<file path="config.mk">
export PLATFORM = sky130hd
export DESIGN_NAME = barrel_shifter_flat
export DESIGN_NICKNAME = d
export VERILOG_FILES = /design/src/rtl/barrel_shifter_if.sv /design/src/rtl/barrel_shifter.sv /design/src/flat_wrapper.sv
export SDC_FILE = /design/constraint.sdc
export NUM_CORES = 1
export LEC_CHECK = 0
export BUFFER_PORTS_ARGS = -buffer_cell sky130_fd_sc_hd__clkbuf_2
export CAP_MARGIN = 40
export CORE_MARGIN = 8
export CORE_UTILIZATION = 50
export CTS_BUF_LIST = sky130_fd_sc_hd__clkbuf_2 sky130_fd_sc_hd__clkbuf_4 sky130_fd_sc_hd__clkbuf_8
export DETAILED_ROUTE_END_ITERATION = 10
export GPL_ROUTABILITY_DRIVEN = 0
export PLACE_DENSITY = 0.72
export RECOVER_POWER = 100
export SLEW_MARGIN = 20
export SYNTH_ARGS = -nofsm -noshare
export SYNTH_HDL_FRONTEND = slang
export SYNTH_HIERARCHICAL = 1
export SYNTH_SLANG_ARGS = --single-unit
</file>
<file path="constraint.sdc">
create_clock -name CLK -period 1.2 [get_ports CLK]
set_clock_uncertainty 0.05 [all_clocks]
set_input_delay 0.24 -clock CLK [delete_from_list [all_inputs] [get_ports CLK]]
set_output_delay 0.24 -clock CLK [all_outputs]
set_load 0.03 [all_outputs]
</file>
<file path="src/rtl/barrel_shifter_if.sv">
// Operand/result bundle between the datapath and the barrel shifter.
// master drives the shift request, slave returns the registered result.
interface barrel_shifter_if #(
   parameter int WIDTH = 32
);
   logic [1:0]       Sh;
   logic [4:0]       Shamt5;
   logic [WIDTH-1:0] ShIn;
   logic             CarryIn;
   logic [WIDTH-1:0] ShOut;
   logic             ShCarry;

   modport master (output Sh, Shamt5, ShIn, CarryIn, input ShOut, ShCarry);
   modport slave  (input Sh, Shamt5, ShIn, CarryIn, output ShOut, ShCarry);
endinterface

</file>
<file path="src/rtl/barrel_shifter.sv">
// ARM-style LSL/LSR/ASR/ROR barrel shifter with carry-out, one cycle latency.
// Logarithmic network of five conditional stages (1, 2, 4, 8, 16) feeding an output register.
module barrel_shifter_stage #(
   parameter int W = 32,
   parameter int K = 1
) (
   input  logic [1:0]   sh,
   input  logic         en,
   input  logic [W-1:0] d,
   input  logic         c,
   output logic [W-1:0] q,
   output logic         co
);
   // Each stage forwards the carry of the last bit it shifted out, so the
   // final carry comes from whichever enabled stage ran last.
   always_comb begin
      q  = d;
      co = c;
      if (en) begin
         case (sh)
            2'b00: begin
               q  = {d[W-K-1:0], {K{1'b0}}};
               co = d[W-K];
            end
            2'b01: begin
               q  = {{K{1'b0}}, d[W-1:K]};
               co = d[K-1];
            end
            2'b10: begin
               q  = {{K{d[W-1]}}, d[W-1:K]};
               co = d[K-1];
            end
            default: begin
               q  = {d[K-1:0], d[W-1:K]};
               co = d[K-1];
            end
         endcase
      end
   end
endmodule

module barrel_shifter #(
   parameter int WIDTH = 32
) (
   input logic           CLK,
   input logic           Reset,
   barrel_shifter_if.slave bus
);
   localparam int STAGES = 5;

   logic [STAGES:0][WIDTH-1:0] stage_d;
   logic [STAGES:0]            stage_c;

   assign stage_d[0] = bus.ShIn;
   assign stage_c[0] = bus.CarryIn;

   for (genvar i = 0; i < STAGES; i++) begin : g_stage
      barrel_shifter_stage #(
         .W (WIDTH),
         .K (1 << i)
      ) u_stage (
         .sh (bus.Sh),
         .en (bus.Shamt5[i]),
         .d  (stage_d[i]),
         .c  (stage_c[i]),
         .q  (stage_d[i+1]),
         .co (stage_c[i+1])
      );
   end

   always_ff @(posedge CLK or posedge Reset) begin
      if (Reset) begin
         bus.ShOut   <= '0;
         bus.ShCarry <= 1'b0;
      end else begin
         bus.ShOut   <= stage_d[STAGES];
         bus.ShCarry <= stage_c[STAGES];
      end
   end
endmodule

</file>
<file path="src/flat_wrapper.sv">
// flat-port wrapper written by rule: the top's interface ports become plain ports
module barrel_shifter_flat 
#(
   parameter int WIDTH = 32
)
  (CLK, Reset, bus_Sh, bus_Shamt5, bus_ShIn, bus_CarryIn, bus_ShOut, bus_ShCarry);
  barrel_shifter_if #(.WIDTH(WIDTH)) bus_i ();
  input logic CLK;
  input logic Reset;
  input wire logic [$bits(bus_i.Sh)-1:0] bus_Sh;
  input wire logic [$bits(bus_i.Shamt5)-1:0] bus_Shamt5;
  input wire logic [$bits(bus_i.ShIn)-1:0] bus_ShIn;
  input wire logic [$bits(bus_i.CarryIn)-1:0] bus_CarryIn;
  output wire logic [$bits(bus_i.ShOut)-1:0] bus_ShOut;
  output wire logic [$bits(bus_i.ShCarry)-1:0] bus_ShCarry;
  assign bus_i.Sh = bus_Sh;
  assign bus_i.Shamt5 = bus_Shamt5;
  assign bus_i.ShIn = bus_ShIn;
  assign bus_i.CarryIn = bus_CarryIn;
  assign bus_ShOut = bus_i.ShOut;
  assign bus_ShCarry = bus_i.ShCarry;
  barrel_shifter #(.WIDTH(WIDTH)) u_core (.CLK(CLK), .Reset(Reset), .bus(bus_i));
endmodule
</file>
==> reports/qor.yml <==
layout:
  antenna_cells: 0
  seqCellArea_um2: 826
  final_cell_mix: "mux2i_1, nor2_1, buf_4"
  drive_above_1_share_pct: 46.5
  nNetsFinal: 823
  n_fill_cell: 583
  final_common_cell: "mux2i_1"
  area_growth_pct: 44.5
  multi_input_area_um2: 3860
  stdcell_count: 893
die:
  core-area_um2: 9110
  die_w_um: 112
  die_area_um2: 12600
  initial_utilization_pct: 50.9
  fp-row-count: 35
  die_y_um: 112
  io_pins: 75
timing:
  period_needed_ns: 2.75
  finalHoldViolCount: 0
  setup_viol: 33
  final.setup.tns_ns: -45.60
  fin_hold_ws_ns: 0.350
  max_slew_margin_pct: 54.2
  layout_setup_ws_ns: -1.55
  min_period_over_period_pct: 229
  slew_violations: 0
  worstMarginPinSlew_ns: 0.687
  max_freq_mhz: 363
  rsz0062_at_grt: "yes"
drt:
  post_drt_wl_per_cell_um: 19.3
  drt-total-wl_um: 17200
  dr.pass1.iters: 5
  routed-via-count: 5659
  detail_route.drc_violations: 0
  viasPerCell: 6.34
  drt_first_iter_violations: 637
  ant_nets: 0
min_path:
  hold_depth: 2
  hold_start: "bus_Shamt5[4]"
  holdPathEnd: "u_core/bus.ShOut[30]$_DFF_PP0_"
  hp-class: "in2reg"
global_routing:
  grt.overflow.total: 0
  antenna_found_initial: 0
  grt_start_max_net_pins: 56
  grt_pass1_vias: 5130
  grt_use_total_pct: 22.8
  grt_pass1_wl_um: 24500
yosys:
  synthAdderAreaFrac_pct: 0
  synth_compound_area_share_pct: 22.7
  syn_area_per_cell_um2: 7.34
  yosysUniqueCellTypes: 31
  synth_cells: 632
  syn_area_um2: 4640
  synth-xor-area-share_pct: 0
  synth_warnings: 6
  ys_ff_latch: 33
  synth-simple-area-share_pct: 18.6
  synth_top_family_by_area: "multiplexers"
  synth.area.mux_share_pct: 27.8
  synth_sequential_area_ratio_pct: 17.8
  synth_nets: 674
pwr:
  power.leakage_nw: 3.03
  ir_drop_mv: 0.521
  power_density_nw_per_um2: 938
place:
  io_buffers: 74
  place_hpwl_um: 11000
  pre_cts_slack_ns: -1.75
  dpl.cell_count: 867
clocking:
  tritoncts: "yes"
  clockBufferDepth: 2
  clk_pin_slew_ns: 0.07
  cts_htree_levels: 2
  cts_root_buf: "clkbuf_8"
  cts_buffers: 5
  clock-sinks: 33
run_status:
  status: "complete, but fails checks"
  violations: "setup timing"
flow_run:
  drv_cap: 0
critical_path:
  setup.worst_path.class: "in2reg"
  worstSetupEndpointType: "flop"
  worstPathArrival_ns: 2.85
  crit_fanout: 18
  startpoint_type: "primary input"
  cp.required_ns: 1.30
-- how the worst max path moves through the flow --
stage / from / endpoint / slack, ns / cells after the start
after floorplan: bus_Sh[0] / u_core/bus.ShOut[22]$_DFF_PP0_ / -1.56 / 17
after global placement: bus_Sh[0] / u_core/bus.ShCarry$_DFF_PP0_ / -1.66 / 15
after detailed placement: bus_Sh[0] / u_core/bus.ShOut[21]$_DFF_PP0_ / -1.75 / 16
after CTS: bus_Sh[1] / u_core/bus.ShOut[21]$_DFF_PP0_ / -1.40 / 16
after global routing: bus_Sh[0] / u_core/bus.ShOut[28]$_DFF_PP0_ / -1.58 / 17
final: bus_Sh[0] / u_core/bus.ShOut[21]$_DFF_PP0_ / -1.55 / 16
-- routing by layer --
layer | vias to the layer above | GRT usage [%] | part of all wire, %
met5 | - | 0 | 0
met2 | 342 | 39.5 | 49
met1 | 2699 | 28.1 | 38
met3 | 91 | 3.54 | 8.3
li1 | 2527 | - | -
met4 | 0 | 8.18 | 4.9
-- power by group --
| part | switching, mW | leakage [nW] | internal [mW] |
|---|---|---|---|
| combinational | 2.30 | 2.56 | 1.56 |
| sequential | 0.0458 | 0.399 | 1.28 |
| clock | 0.399 | 0.0619 | 0.699 |
| total | 2.74 | 3.03 | 3.54 |
-- through the flow --
stage | cell area, um2 | power (mW) | util (%)
floorplan | 4700 | 3.41 | -
global placement | 5720 | 4.38 | 62.8
detailed placement | 5720 | 4.48 | 62.8
CTS | 6220 | 5.82 | 68.3
global route | 6700 | 6.59 | 73.6
finish | 6700 | 6.29 | 73.6
-- cell usage after synthesis, drive strengths merged --
cell type	instances	share of area (%)
nand2b	1	0.13
nand3b	4	0.65
nor2	108	9.9
nand4	4	0.54
a21oi	103	11
nor2b	14	1.9
o21ai	12	1.3
nand2	35	2.9
inv	47	3.8
mux2i	129	28
o211ai	1	0.16
o2bb2ai	1	0.19
and2b	1	0.16
o22ai	30	4.0
buf	48	8.5
and2	1	0.13
o221ai	15	4.0
a31oi	14	1.9
dfrtp	33	18
clkbuf	10	0.81
nand3	21	2.3
-- cells by family after synthesis --
kind of cell / count (synthesis)
and+or+nand+nor: 189
AOI/OAI and AO/OA: 176
muxes: 129
buffers and inverters: 105
DFF: 33
-- worst max-delay path: stages --
cell	delay, ns
buf_6	0.10
nor2_4	0.17
buf_12	0.14
buf_12	0.12
mux2i_1	0.25
a21oi_2	0.12
mux2i_1	0.20
a21oi_2	0.11
a31oi_1	0.26
nand3_1	0.16
nor2b_1	0.16
a31oi_1	0.15
nand3_1	0.14
buf_12	0.19
mux2i_2	0.18
o221ai_2	0.14
-- cell type report --
class | count | area share [%]
clock buffers | 7 | 1.34
well taps | 111 | 2.07
clock inverters | 1 | 0.448
repair buffers | 200 | 23.5
flip-flops and latches | 33 | 12.3
inverters | 47 | 2.63
multi-input cells | 494 | 57.7
-- repair_timing --
action / 4_1_cts / 5_1_grt
buffers inserted: 6 / 10
cloned: 0 / 2
hold buffers: 1 / 0
hold endpoints to repair: 33 / 0
endpoints found under the setup margin: 33 / 33
gates resized for setup: 79 / 83
pin swaps: 7 / 26
-- sequential cells by signal (all words and copies together) (netlist names) --
signal and flops:
u_core/bus.ShOut 32, u_core/bus.ShCarry 1
Power figures use the tool's default switching activity.
